`src/rtl/pwm_ramp_ctrl.sv`:
```
// Soft-start slew controller: ramps three PWM duties toward CPU targets and masters the PWM register bus.
// Latency: CPU writes/reads land on the next posedge; a tick's sweep starts 1 cycle after tick_pend is set.
// Backpressure: none; ticks arriving while one is already pending are dropped, and a kick waits for the sweep to end.
module pwm_ramp_ctrl #(
    parameter int DUTY_W   = 10,
    parameter int TICK_DIV = 50000
) (
    input  logic        clk,
    input  logic        rst_n,
    input  logic        cs,
    input  logic [3:0]  addr,
    input  logic        rd,
    input  logic        wr,
    input  logic [15:0] d_in,
    output logic [15:0] d_out,
    output logic        pwm_cs,
    output logic        pwm_wr,
    output logic [3:0]  pwm_addr,
    output logic [15:0] pwm_data,
    output logic        busy
);

    localparam int CNT_W = (TICK_DIV > 2) ? $clog2(TICK_DIV) : 1;
    localparam logic [CNT_W-1:0] CNT_MAX = CNT_W'(TICK_DIV - 1);
    localparam int PAD_W = 16 - DUTY_W;

    typedef enum logic [2:0] {S_IDLE, S_KICK, S_EVAL, S_WRITE, S_GAP} state_t;

    state_t              state;
    logic [DUTY_W-1:0]   target [3];
    logic [DUTY_W-1:0]   cur    [3];
    logic [DUTY_W-1:0]   step;
    logic [CNT_W-1:0]    tick_cnt;
    logic                enable;
    logic                kick_pend;
    logic                tick_pend;
    logic                force_wr;
    logic [1:0]          ch;

    logic [DUTY_W-1:0]   cur_sel;
    logic [DUTY_W-1:0]   tgt_sel;
    logic [DUTY_W-1:0]   next_duty;
    logic                unused_dat;

    assign unused_dat = ^d_in[15:DUTY_W];

    // Saturating step toward the target; step==0 means jump straight there.
    always_comb begin
        cur_sel = '0;
        tgt_sel = '0;
        case (ch)
            2'd0:    begin cur_sel = cur[0]; tgt_sel = target[0]; end
            2'd1:    begin cur_sel = cur[1]; tgt_sel = target[1]; end
            2'd2:    begin cur_sel = cur[2]; tgt_sel = target[2]; end
            default: ;
        endcase
        next_duty = tgt_sel;
        if (step != '0) begin
            if (tgt_sel > cur_sel) begin
                if (tgt_sel - cur_sel > step) next_duty = cur_sel + step;
            end else if (cur_sel - tgt_sel > step) begin
                next_duty = cur_sel - step;
            end
        end
    end

    always_ff @(posedge clk or negedge rst_n) begin
        if (!rst_n) begin
            state     <= S_IDLE;
            for (int i = 0; i < 3; i++) begin
                target[i] <= '0;
                cur[i]    <= '0;
            end
            step      <= DUTY_W'(1);
            tick_cnt  <= '0;
            enable    <= 1'b0;
            kick_pend <= 1'b0;
            tick_pend <= 1'b0;
            force_wr  <= 1'b0;
            ch        <= 2'd0;
            pwm_cs    <= 1'b0;
            pwm_wr    <= 1'b0;
            pwm_addr  <= 4'd0;
            pwm_data  <= 16'd0;
            busy      <= 1'b0;
        end else begin
            if (!enable || tick_cnt == CNT_MAX) tick_cnt <= '0;
            else                                tick_cnt <= tick_cnt + 1'b1;

            case (state)
                S_IDLE: begin
                    if (kick_pend) begin
                        kick_pend <= 1'b0;
                        force_wr  <= 1'b1;
                        busy      <= 1'b1;
                        pwm_cs    <= 1'b1;
                        pwm_wr    <= 1'b1;
                        pwm_addr  <= 4'd0;
                        pwm_data  <= 16'd0;
                        state     <= S_KICK;
                    end else if (tick_pend) begin
                        tick_pend <= 1'b0;
                        force_wr  <= 1'b0;
                        ch        <= 2'd0;
                        busy      <= 1'b1;
                        state     <= S_EVAL;
                    end
                end
                // ch=3 lets the shared GAP increment wrap to channel 0.
                S_KICK: begin
                    pwm_cs <= 1'b0;
                    pwm_wr <= 1'b0;
                    ch     <= 2'd3;
                    state  <= S_GAP;
                end
                S_EVAL: begin
                    if (next_duty != cur_sel || force_wr) begin
                        for (int i = 0; i < 3; i++)
                            if (ch == 2'(i)) cur[i] <= next_duty;
                        pwm_cs   <= 1'b1;
                        pwm_wr   <= 1'b1;
                        pwm_addr <= {1'b0, ch, 1'b0} + 4'd2;
                        pwm_data <= {{PAD_W{1'b0}}, next_duty};
                        state    <= S_WRITE;
                    end else if (ch == 2'd2) begin
                        busy  <= 1'b0;
                        state <= S_IDLE;
                    end else begin
                        ch <= ch + 2'd1;
                    end
                end
                S_WRITE: begin
                    pwm_cs <= 1'b0;
                    pwm_wr <= 1'b0;
                    state  <= S_GAP;
                end
                S_GAP: begin
                    if (ch == 2'd2) begin
                        busy  <= 1'b0;
                        state <= S_IDLE;
                    end else begin
                        ch    <= ch + 2'd1;
                        state <= S_EVAL;
                    end
                end
                default: begin
                    pwm_cs <= 1'b0;
                    pwm_wr <= 1'b0;
                    busy   <= 1'b0;
                    state  <= S_IDLE;
                end
            endcase

            // CPU and tick sets come after the FSM so a same-cycle request is never lost.
            if (cs && wr) begin
                case (addr)
                    4'h0: begin
                        enable <= d_in[0];
                        if (d_in[1]) kick_pend <= 1'b1;
                    end
                    4'h2:    target[0] <= d_in[DUTY_W-1:0];
                    4'h4:    target[1] <= d_in[DUTY_W-1:0];
                    4'h6:    target[2] <= d_in[DUTY_W-1:0];
                    4'h8:    step      <= d_in[DUTY_W-1:0];
                    default: ;
                endcase
            end
            if (enable && tick_cnt == CNT_MAX) tick_pend <= 1'b1;
        end
    end

    always_ff @(posedge clk or negedge rst_n) begin
        if (!rst_n) begin
            d_out <= 16'd0;
        end else if (cs && rd) begin
            case (addr)
                4'h2:    d_out <= {{PAD_W{1'b0}}, cur[0]};
                4'h4:    d_out <= {{PAD_W{1'b0}}, cur[1]};
                4'h6:    d_out <= {{PAD_W{1'b0}}, cur[2]};
                4'h8:    d_out <= {{PAD_W{1'b0}}, step};
                4'hA:    d_out <= {12'd0, busy, kick_pend, tick_pend, enable};
                default: d_out <= 16'd0;
            endcase
        end
    end

endmodule

```
`config.mk`:
```
export PLATFORM = sky130hd
export DESIGN_NAME = pwm_ramp_ctrl
export DESIGN_NICKNAME = d
export VERILOG_FILES = /design/src/rtl/pwm_ramp_ctrl.sv
export SDC_FILE = /design/constraint.sdc
export NUM_CORES = 1
export LEC_CHECK = 0
export BUFFER_PORTS_ARGS = -buffer_cell sky130_fd_sc_hd__buf_4
export CAP_MARGIN = 15
export CORE_UTILIZATION = 35
export CTS_BUF_LIST = sky130_fd_sc_hd__clkbuf_4
export DETAILED_ROUTE_END_ITERATION = 12
export SLEW_MARGIN = 20
export SYNTH_ARGS = -nofsm -noshare
export SYNTH_HDL_FRONTEND = slang
export SYNTH_SLANG_ARGS = --single-unit
```
`constraint.sdc`:
```
create_clock -name clk -period 8.05 [get_ports clk]
set_input_delay 1.2075 -clock clk [delete_from_list [all_inputs] [get_ports clk]]
set_output_delay 1.2075 -clock clk [all_outputs]
set_load 0.03 [all_outputs]
```
==> results.sh <==
export IMPL_status="finished clean"
export IMPL_netlist_instances=839
export IMPL_portBuffers=44
export IMPL_routed_wirelength_mm=23.1
export IMPL_syn_cell_area_sq_um=8320
export IMPL_core_sq_um=23400
export IMPL_tritoncts="built"
export IMPL_holdWs_ps=477
export IMPL_critPathCapture="pwm_data[9]$_DFFE_PN0P_"
export IMPL_fin_cells=1224
export IMPL_rsz0062_at_grt="false"
export IMPL_grt_usage=0.198
export IMPL_crit_top_cell="a21oi_1"
export IMPL_yosysMostFrequentCell="dfrtp_1"
export IMPL_start_kind="flip-flop"
export IMPL_die_area_sq_um=24400
export IMPL_synth_common_cells="dfrtp_1, nand2_1, mux2_2, ha_1, nor2_1"
export IMPL_slew_headroom=0.308
export IMPL_syn_to_final_growth_pct=11.3
export IMPL_setup_viol=0
export IMPL_ctsHoldBuffers=0
export IMPL_period_minus_slack_ps=7450
export IMPL_cts_sinks=120
export IMPL_drt_initial_drc_count=647
export IMPL_ant_nets=0
export IMPL_hpwl_mm=17.2
export IMPL_drive_gt1_frac=0.223
export IMPL_min_path_type="flip-flop to flip-flop"
export IMPL_overflow=0
export IMPL_yosys_warnings=0
export IMPL_start_util=0.355
export IMPL_synthTopCellsByArea="dfrtp_1, ha_1, mux2_2"
export IMPL_skew_ps=24.8
export IMPL_ys_flop_type="dfrtp_1"
export IMPL_cts_resized=0
export IMPL_ys_ff_latch=120
export IMPL_h_tree_depth=4
export IMPL_crit_slowest_cell="ha_1"
export IMPL_grt_pass1_vias=6528
export IMPL_antenna_found_initial=1
export IMPL_wire_per_inst_um=18.9
export IMPL_reg2reg_from="ch[0]$_DFFE_PN0P_"
export IMPL_nets=983
export IMPL_pin_count=64
export IMPL_synth_edf_count=0
export IMPL_drc=0
export IMPL_final_period_utilization=0.926
export IMPL_clkLatencyLatePin_ps=560
export IMPL_end_kind="flip-flop"
export IMPL_vias=6745
export IMPL_detail_route_vias_per_cell=5.51
export IMPL_num_rows=56
export IMPL_grt_max_degree=73
export IMPL_cp_max_fo=15
export IMPL_fillers=2399
export IMPL_place_gp_congestion=0.939
export IMPL_tns_ps=0
export IMPL_syn_area_per_cell_sq_um=9.91
export IMPL_yosys_area_top_type="dfrtp_1"
export IMPL_die_x_um=156
export IMPL_grt_pass1_wl_mm=36.6
export IMPL_postCtsSetupBuffers=0
export IMPL_fmax_mhz=134
export IMPL_finalMaxSlewViolations=0
export IMPL_critical_path_max_stage_delay_ps=610
export IMPL_cp_required_ps=8520
export IMPL_cts_buffer_depth=2
export IMPL_r2r_end="pwm_data[9]$_DFFE_PN0P_"
export IMPL_startpoint="ch[0]$_DFFE_PN0P_"
export IMPL_cp_arrival_ps=7930
export IMPL_hold_violations=0
export IMPL_path_clk_slew_ps=130
export IMPL_cts_buffers=17
export IMPL_synth_seq_area_share=0.361
export IMPL_worstMarginPinSlew_ps=1030
export IMPL_crit_type="flip-flop to flip-flop"
export IMPL_reg2reg_depth=28
export IMPL_synth_top_cell_area_share=0.358
export IMPL_firstDrtPassIters=9
export IMPL_drv_cap=0
export IMPL_yosysUniqueCellTypes=78
export IMPL_die_y_um=156
export IMPL_synthArstFlopShare=1.00
export IMPL_r2r_slack_ps=600
export IMPL_place_inst=1191
export IMPL_clockRootBuffer="clkbuf_4"
==> layer usage <==
layer / routed length [um] / global-route usage / up-vias
li1: - / - / 3132
met1: 10500 / 0.271 / 3300
met2: 10600 / 0.313 / 272
met3: 1460 / 0.0403 / 41
met4: 521 / 0.0630 / 0
met5: 0 / 0 / -
==> per-stage QoR <==
stage	cell area (sq um)	setup slack, ps	util
floorplan	8360	1770	-
global placement	9010	836	0.385
detailed placement	9010	681	0.385
CTS	9260	635	0.396
global route	9260	130	0.396
finish	9260	597	0.396
==> worst min-delay path by stage <==
stage | start | endpoint | slack [ps] | depth (start not counted)
floorplan | tick_cnt[0]$_DFF_PN0_ | tick_cnt[0]$_DFF_PN0_ | 430 | 1
global placement | tick_cnt[0]$_DFF_PN0_ | tick_cnt[0]$_DFF_PN0_ | 450 | 1
detailed placement | tick_cnt[0]$_DFF_PN0_ | tick_cnt[0]$_DFF_PN0_ | 460 | 1
CTS | tick_cnt[0]$_DFF_PN0_ | tick_cnt[0]$_DFF_PN0_ | 480 | 1
global route | tick_cnt[0]$_DFF_PN0_ | tick_cnt[0]$_DFF_PN0_ | 510 | 1
finish | tick_cnt[0]$_DFF_PN0_ | tick_cnt[0]$_DFF_PN0_ | 480 | 1
==> registers in the layout (all words and copies together), names as in the netlist <==
signal,cells
cur,30
target,30
tick_cnt,16
d_out,10
pwm_data,10
step,10
pwm_addr,3
state,3
ch,2
busy,1
enable,1
force_wr,1
kick_pend,1
pwm_wr,1
tick_pend,1
==> cell type report <==
class / instances / area (sq um) / area share
clock inverter: 14 / 115 / 0.0124
antenna: 1 / 2.50 / 0.000270
multi-input combinational: 638 / 4930 / 0.533
inverter: 49 / 184 / 0.0199
sequential: 120 / 3000 / 0.324
clock buffer: 18 / 135 / 0.0146
timing repair buffer: 65 / 488 / 0.0527
tap: 319 / 399 / 0.0431
==> logic make-up after synthesis <==
family          after synthesis  share of synthesized area
fa+ha+maj                    67                      0.104
flops                       120                      0.361
xor+xnor                     53                     0.0558
simple gates                232                      0.144
other cells                   1                   0.000451
buf+inv                      93                     0.0534
compound gates              195                      0.177
mux                          78                      0.104
==> layout by cell type, fill, tap and decap left out, types with 4 or more instances in the layout <==
cell	synthesis	routed
ha_1	63	63
buf_4	17	65
nand4_1	8	8
xnor2_1	32	32
nand3_1	13	13
and2_1	4	4
o21a_1	7	7
nor3_1	15	15
clkbuf_4	0	18
and3_1	7	7
fa_1	4	4
conb_1	1	13
mux2_2	64	64
a22o_1	7	7
a211oi_1	5	5
nor4_1	10	7
a221oi_1	8	8
o21ai_0	32	32
nor2b_1	5	5
a21oi_1	39	39
o21bai_1	8	8
o21ai_1	4	4
or2_2	6	6
nand2_1	74	74
a222oi_1	19	19
a221o_1	4	4
a31o_2	4	4
a22oi_1	5	5
inv_6	0	6
dfrtp_1	119	119
mux2i_1	13	13
inv_1	49	49
xor2_1	21	21
nand2b_1	9	9
a21o_1	16	16
nor2_1	58	58
==> worst max-delay path: cells and delay by family, from the launching register on <==
family	cells	cell delay [ps]
simple gates	6	1950
xor+xnor	2	340
compound gates	10	2080
mux	2	550
buf+inv	5	880
flops	1	490
fa+ha+maj	3	1040
Power is not shown: default switching activity piles up to over one toggle a cycle in this logic, so the estimate is an artifact.
